[src/rtl/alu_muldiv_pkg.sv]
// Shared definitions for the iterative multiply/divide unit.
//   DEF_N         default operand width
//   MD_*          op encodings carried on input_mdctr
//   state_t/ST_*  controller state encoding
package alu_pkg;

    localparam int DEF_N = 32;

    localparam logic [1:0] MD_MULU = 2'b00;
    localparam logic [1:0] MD_MUL  = 2'b01;
    localparam logic [1:0] MD_DIVU = 2'b10;
    localparam logic [1:0] MD_DIV  = 2'b11;

    typedef logic [1:0] state_t;

    localparam state_t ST_IDLE = 2'd0;
    localparam state_t ST_CALC = 2'd1;
    localparam state_t ST_FIX  = 2'd2;
    localparam state_t ST_DONE = 2'd3;

endpackage

[src/rtl/alu_muldiv_if.sv]
// Request/result bundle between the execute-stage control and alu_muldiv.
//   input_start/input_a/input_b/input_mdctr  request (master -> slave)
//   out_hi/out_lo/out_valid/out_busy/out_divzero  results (slave -> master)
interface alu_muldiv_if #(
    parameter int n = 32
);
    logic         input_start;
    logic [n-1:0] input_a;
    logic [n-1:0] input_b;
    logic [1:0]   input_mdctr;
    logic [n-1:0] out_hi;
    logic [n-1:0] out_lo;
    logic         out_valid;
    logic         out_busy;
    logic         out_divzero;

    modport master (
        output input_start, input_a, input_b, input_mdctr,
        input  out_hi, out_lo, out_valid, out_busy, out_divzero
    );

    modport slave (
        input  input_start, input_a, input_b, input_mdctr,
        output out_hi, out_lo, out_valid, out_busy, out_divzero
    );
endinterface

[src/rtl/alu_muldiv.sv]
// Iterative n-bit multiply/divide unit with HI/LO results.
//   input_clk    clock
//   input_rst_n  synchronous active-low reset
//   bus          alu_muldiv_if slave: start/operands/op in, hi/lo/valid/busy/divzero out
//
// state | meaning
// IDLE  | waiting for input_start; outputs hold last result
// CALC  | n shift-add (mul) or restoring shift-subtract (div) iterations
// FIX   | sign correction, divide-by-zero override, hi/lo written
// DONE  | out_valid pulse; start ignored
module alu_muldiv
    import alu_pkg::*;
#(
    parameter int n = DEF_N
) (
    input  logic        input_clk,
    input  logic        input_rst_n,
    alu_muldiv_if.slave bus
);

    localparam int CW = $clog2(n);
    localparam logic [CW-1:0] CNT_LOAD = CW'(n - 1);
    localparam logic [CW-1:0] CNT_ONE  = CW'(1);

    state_t        state;
    logic [CW-1:0] count;
    logic [2*n:0]  acc;      // mul: {0, hi, lo}   div: {remainder(n+1), quotient(n)}
    logic [n-1:0]  opb;      // multiplicand or divisor magnitude
    logic          is_div;
    logic          res_neg;
    logic          rem_neg;
    logic          dz;
    logic [n-1:0]  hi_q;
    logic [n-1:0]  lo_q;
    logic          divzero_q;

    // request decode, used only on the accepting edge
    logic          op_div;
    logic          op_signed;
    logic          a_neg;
    logic          b_neg;
    logic [n-1:0]  a_mag;
    logic [n-1:0]  b_mag;

    always_comb begin
        op_div    = (bus.input_mdctr == MD_DIVU) || (bus.input_mdctr == MD_DIV);
        op_signed = (bus.input_mdctr == MD_MUL)  || (bus.input_mdctr == MD_DIV);
        a_neg     = op_signed & bus.input_a[n-1];
        b_neg     = op_signed & bus.input_b[n-1];
        a_mag     = a_neg ? -bus.input_a : bus.input_a;
        b_mag     = b_neg ? -bus.input_b : bus.input_b;
    end

    // Shared n+1-bit adder: hi+multiplicand for mul, shifted remainder-divisor for div.
    logic [n:0] r_sh;
    logic [n:0] add_x;
    logic [n:0] add_y;
    logic [n:0] add_s;
    logic       add_ci;
    logic [2*n:0] acc_next;

    always_comb begin
        r_sh   = {acc[2*n-1:n], acc[n-1]};
        add_x  = acc[2*n:n];
        add_y  = {1'b0, opb};
        add_ci = 1'b0;
        if (is_div) begin
            add_x  = r_sh;
            add_y  = ~{1'b0, opb};
            add_ci = 1'b1;
        end
        add_s = add_x + add_y + {{n{1'b0}}, add_ci};

        acc_next = acc;
        if (is_div) begin
            // remainder < divisor keeps the difference inside +/-2^n, so bit n is its sign
            if (!add_s[n])
                acc_next = {add_s, acc[n-2:0], 1'b1};
            else
                acc_next = {r_sh, acc[n-2:0], 1'b0};
        end else begin
            if (acc[0])
                acc_next = {1'b0, add_s, acc[n-1:1]};
            else
                acc_next = {1'b0, acc[2*n:n], acc[n-1:1]};
        end
    end

    // Final sign fix-up. A zero divisor leaves the dividend magnitude in the
    // remainder; re-applying the dividend sign restores input_a exactly.
    logic [2*n-1:0] prod_fix;
    logic [n-1:0]   quo_fix;
    logic [n-1:0]   rem_fix;

    always_comb begin
        prod_fix = res_neg ? -acc[2*n-1:0] : acc[2*n-1:0];
        quo_fix  = dz ? '1 : (res_neg ? -acc[n-1:0] : acc[n-1:0]);
        rem_fix  = rem_neg ? -acc[2*n-1:n] : acc[2*n-1:n];
    end

    always_ff @(posedge input_clk) begin
        if (!input_rst_n) begin
            state     <= ST_IDLE;
            count     <= '0;
            acc       <= '0;
            opb       <= '0;
            is_div    <= 1'b0;
            res_neg   <= 1'b0;
            rem_neg   <= 1'b0;
            dz        <= 1'b0;
            hi_q      <= '0;
            lo_q      <= '0;
            divzero_q <= 1'b0;
        end else begin
            case (state)
                ST_IDLE: begin
                    if (bus.input_start) begin
                        is_div    <= op_div;
                        res_neg   <= a_neg ^ b_neg;
                        rem_neg   <= a_neg;
                        dz        <= op_div && (bus.input_b == '0);
                        opb       <= op_div ? b_mag : a_mag;
                        acc       <= {{(n+1){1'b0}}, (op_div ? a_mag : b_mag)};
                        count     <= CNT_LOAD;
                        divzero_q <= 1'b0;
                        state     <= ST_CALC;
                    end
                end
                ST_CALC: begin
                    acc <= acc_next;
                    if (count == '0)
                        state <= ST_FIX;
                    else
                        count <= count - CNT_ONE;
                end
                ST_FIX: begin
                    if (is_div) begin
                        hi_q <= rem_fix;
                        lo_q <= quo_fix;
                    end else begin
                        hi_q <= prod_fix[2*n-1:n];
                        lo_q <= prod_fix[n-1:0];
                    end
                    divzero_q <= dz;
                    state     <= ST_DONE;
                end
                ST_DONE: begin
                    state <= ST_IDLE;
                end
                default: begin
                    state <= ST_IDLE;
                end
            endcase
        end
    end

    assign bus.out_hi      = hi_q;
    assign bus.out_lo      = lo_q;
    assign bus.out_divzero = divzero_q;
    assign bus.out_valid   = (state == ST_DONE);
    assign bus.out_busy    = (state == ST_CALC) || (state == ST_FIX);

endmodule
[src/flat_wrapper.sv]
// flat-port wrapper written by rule: the top's interface ports become plain ports
module alu_muldiv_flat import alu_pkg::*;
#(
    parameter int n = DEF_N
)
  (input_clk, input_rst_n, bus_input_start, bus_input_a, bus_input_b, bus_input_mdctr, bus_out_hi, bus_out_lo, bus_out_valid, bus_out_busy, bus_out_divzero);
  alu_muldiv_if #(.n(n)) bus_i ();
  input  logic input_clk;
  input  logic input_rst_n;
  input wire logic [$bits(bus_i.input_start)-1:0] bus_input_start;
  input wire logic [$bits(bus_i.input_a)-1:0] bus_input_a;
  input wire logic [$bits(bus_i.input_b)-1:0] bus_input_b;
  input wire logic [$bits(bus_i.input_mdctr)-1:0] bus_input_mdctr;
  output wire logic [$bits(bus_i.out_hi)-1:0] bus_out_hi;
  output wire logic [$bits(bus_i.out_lo)-1:0] bus_out_lo;
  output wire logic [$bits(bus_i.out_valid)-1:0] bus_out_valid;
  output wire logic [$bits(bus_i.out_busy)-1:0] bus_out_busy;
  output wire logic [$bits(bus_i.out_divzero)-1:0] bus_out_divzero;
  assign bus_i.input_start = bus_input_start;
  assign bus_i.input_a = bus_input_a;
  assign bus_i.input_b = bus_input_b;
  assign bus_i.input_mdctr = bus_input_mdctr;
  assign bus_out_hi = bus_i.out_hi;
  assign bus_out_lo = bus_i.out_lo;
  assign bus_out_valid = bus_i.out_valid;
  assign bus_out_busy = bus_i.out_busy;
  assign bus_out_divzero = bus_i.out_divzero;
  alu_muldiv #(.n(n)) u_core (.input_clk(input_clk), .input_rst_n(input_rst_n), .bus(bus_i));
endmodule
[config.mk]
export PLATFORM = sky130hd
export DESIGN_NAME = alu_muldiv_flat
export DESIGN_NICKNAME = d
export VERILOG_FILES = /design/src/rtl/alu_muldiv_pkg.sv /design/src/rtl/alu_muldiv_if.sv /design/src/rtl/alu_muldiv.sv /design/src/flat_wrapper.sv
export SDC_FILE = /design/constraint.sdc
export NUM_CORES = 1
export LEC_CHECK = 0
export BUFFER_PORTS_ARGS = -buffer_cell sky130_fd_sc_hd__buf_4
export CAP_MARGIN = 40
export CORE_AREA = 2 2 168 170
export DETAILED_ROUTE_END_ITERATION = 8
export DIE_AREA = 0 0 170 172
export GPL_TIMING_DRIVEN = 0
export PLACE_DENSITY = 0.76
export SLEW_MARGIN = 20
export SYNTH_ARGS = -nofsm -noshare
export SYNTH_HDL_FRONTEND = slang
export SYNTH_SLANG_ARGS = --single-unit
[constraint.sdc]
create_clock -name input_clk -period 6.3 [get_ports input_clk]
set_input_delay 0 -clock input_clk [delete_from_list [all_inputs] [get_ports input_clk]]
set_output_delay 0 -clock input_clk [all_outputs]
set_load 0.03 [all_outputs]
==> results.md <==
- Outcome: complete, no violations
- Final setup margin: 0.376 ns
- Pwr/cell area: 379 mW/mm^2
- VDD IR max: 0.000233 V
- Main synth FF type: dfxtp_1
- Crit Path Category: reg2reg
- Crit path max fanout: 19
- Wire length of the first global-routing pass: 74.5 mm
- Syn Inst Count: 1795
- Reg clk slew, reported paths: approximately 0.07 ns
- Htree depth: 4
- Overall routing resource usage: 0.330
- Total of max-cap violations: 0
- Crit. path cell count: 15
- Antenna cell count: 0
- Yosys cell types: 76
- Synth warn: 0
- WL final: 48.9 mm
- Antenna violations before repair: 0
- Row count: 61
- Vias per cell: 6.27
- # setup viols final: 0
- Seq/Total Area, Yosys: 0.256
- Drt drc: 0
- Syn_nets: 1906
- Die Width: 170 um
- Post-CTS Setup Inserts: 0
- Startpoint Class: register
- Final worst-path cycle share: 0.940
- Critical Path Max Stage Delay: roughly 0.66 ns
- Most frequent cells in the layout: a21oi_1 (201), nand2_1 (183), dfxtp_1 (173)
- Root Driver: clkbuf_16
- GRT Residual Overflow: 0
- Slew Viols, Final: 0
- Worst-case reg-to-reg path depth: 15
- Setup tns final: 0 ns
- Starting density of the core: 0.493
- NumNets Final: 2066
- Antenna Violating Nets Remaining: 0
- Layout cells sized above 1: 0.126
- Most common cell after layout, fill and taps aside: a21oi_1
- Io pins: 136
- Area contributors post-synth: dfxtp_1 (26%), a21oi_1 (7.4%), xor2_1 (6.9%)
- Total CTS buffers: 17
- Avg Inst Size Synth: 7.54 um^2
- WL/cell: between 20 and 25 um
- Slowest cell on the critical path: a2111oi_4
- Max Fclk: between 0.15 and 0.2 GHz
- Yosys top cell area share: 0.256
- Post-synth EDFFs: 0
- Synth area leader: dfxtp_1
- P_leak: 6.07 nW
- Area Growth Syn to Fin: 15.4%
- Cell Count, Final, Fillers Out: about 2300
- Vias in the first global route: roughly 13000
- DP HPWL: 38.9 mm
- Crit path cell chain: clkbuf_1, buf_2, buf_1, mux2_2, ha_1, o211ai_1, o211ai_1, a31oi_1, or3b_1, and2_1, a2111oi_4, buf_2, mux2i_1, a2bb2oi_1, o21ai_0
- Hold WC Path Type: in2reg
- Vert. Die Dim: approximately 170 um
- IO Port Bufs: 134
- CP endpoint kind: register
- Worst Skew: 0.0115 ns
- Drt pass-1 iters: 6
- Worst EP arrival: 6.24 ns
- CTS tree: built
- Pre-CTS WS: 0.188 ns
- Die footprint: slightly below 0.03 mm^2
- Vias: 14500
- Core box area: 0.0275 mm^2
- Clock Sinks: 173
- Worst Max-Slew Pin Slew: 0.867 ns
- Fraction of registers with async set/reset: 0
- CP Buf/Inv Count: 4
- Endpoints failing hold: 0
- Cell Area, Synth: 0.0135 mm^2
- Synth Register Bits: around 170
- RSZ-0062 raised after global routing: false
- WP data required: 6.62 ns
- Normalized max-slew margin: 0.416
- Maximum root-to-sink buffer count: 2
- Placed cells: 2275
- Largest net degree at the start of global routing: 18
- Global placer's final weighted congestion: 0.974
- Clk_lat worst skew: 0.46 ns
- Top Family by Delay on Critical Path: buffers and inverters
- Hold Path Depth: 4
- Final min period: approximately 6 ns
- Hold slack: about 0.012 ns
- 1st-iter DRT viols: approximately 1900
[state kept, by name, indices dropped and copies added, names as in the netlist]
signal,cells
u_core.rem_neg,1
u_core.bus.out_divzero,1
u_core.dz,1
u_core.is_div,1
u_core.bus.out_hi,32
u_core.count,5
u_core.acc,65
u_core.opb,32
u_core.state,2
u_core.res_neg,1
u_core.bus.out_lo,32
[kinds of logic after synthesis]
family,Yosys count,synth area share
simple gates,501,0.170
compound gates,590,0.270
buf+inv,186,0.0537
xor+xnor,187,0.121
fa+ha+maj,42,0.0394
mux,116,0.0902
flops,173,0.256
[Yosys cell counts (10+ instances only)]
cell,n
nor4_1,10
clkbuf_1,118
a211oi_1,45
o211ai_1,29
nand2_1,183
o21ai_0,161
nand4_1,13
o31ai_1,26
nand3_1,28
or3_1,15
nor2_1,143
inv_1,40
o221ai_1,15
mux2i_1,68
xnor2_1,81
nor3_1,41
a31oi_1,11
ha_1,41
mux2_2,48
dfxtp_1,173
a21oi_1,201
o41ai_1,15
or4_1,16
xor2_1,106
buf_1,17
[stage by stage]
step           utilization  area [um^2]  total power, mW
2_1_floorplan            -        13500             3.76
3_3_place_gp         0.545        15000             4.72
3_5_place_dp         0.545        15000             4.78
4_1_cts              0.568        15600             5.83
5_1_grt              0.568        15600             6.24
6_report             0.568        15600             5.92
[area by class of cell]
class	instances	area, um^2
buffer	145	576
timing repair buffer	142	1090
clock inverter	13	121
multi-input combinational	1436	9340
clock buffer	19	443
sequential	173	3460
tap	346	433
fill	2632	11900
inverter	40	150
[where the power goes]
part           leakage (nW)  switching [mW]  internal [mW]  total [mW]
sequential             1.41           0.267           1.39        1.65
combinational          4.37            2.11           1.10        3.21
clock                 0.279           0.519          0.534        1.05
[path summary, 6_finish.rpt]
kind | start | endpoint | slack [ns]
worst max-delay path | u_core.is_div$_SDFFE_PN0P_ | u_core.acc[54]$_SDFFE_PN0P_ | 0.38
worst min register to register | u_core.opb[4]$_SDFFE_PN0P_ | u_core.opb[4]$_SDFFE_PN0P_ | 0.47
worst max register to register | u_core.is_div$_SDFFE_PN0P_ | u_core.acc[54]$_SDFFE_PN0P_ | 0.38
worst min-delay path | bus_input_b[29] | u_core.opb[29]$_SDFFE_PN0P_ | 0.01
[worst reg2reg max path, cell delays in order, from the launching register on]
cell and delay (ns):
dfxtp_1 0.56, clkbuf_1 0.40, buf_2 0.57, buf_1 0.51, mux2_2 0.43, ha_1 0.37
o211ai_1 0.14, o211ai_1 0.26, a31oi_1 0.20, or3b_1 0.51, and2_1 0.26, a2111oi_4 0.66
buf_2 0.43, mux2i_1 0.23, a2bb2oi_1 0.16, o21ai_0 0.11
[routing by layer]
| metal | wire length, um | track usage | up-vias |
|---|---|---|---|
| met2 | 21300 | 0.512 | 864 |
| met4 | 1750 | 0.123 | 0 |
| li1 | - | - | 6799 |
| met3 | 5030 | 0.0593 | 118 |
| met5 | 0 | 0 | - |
| met1 | 20800 | 0.457 | 6734 |
[what timing repair did]
action | 4_1_cts | 5_1_grt
hold buffers | 8 | 0
hold endpoints to repair | 6 | 0
setup endpoints to repair | 0 | 26
gates resized for setup | 0 | 3
Note: power is estimated with default switching activity, not from simulation.
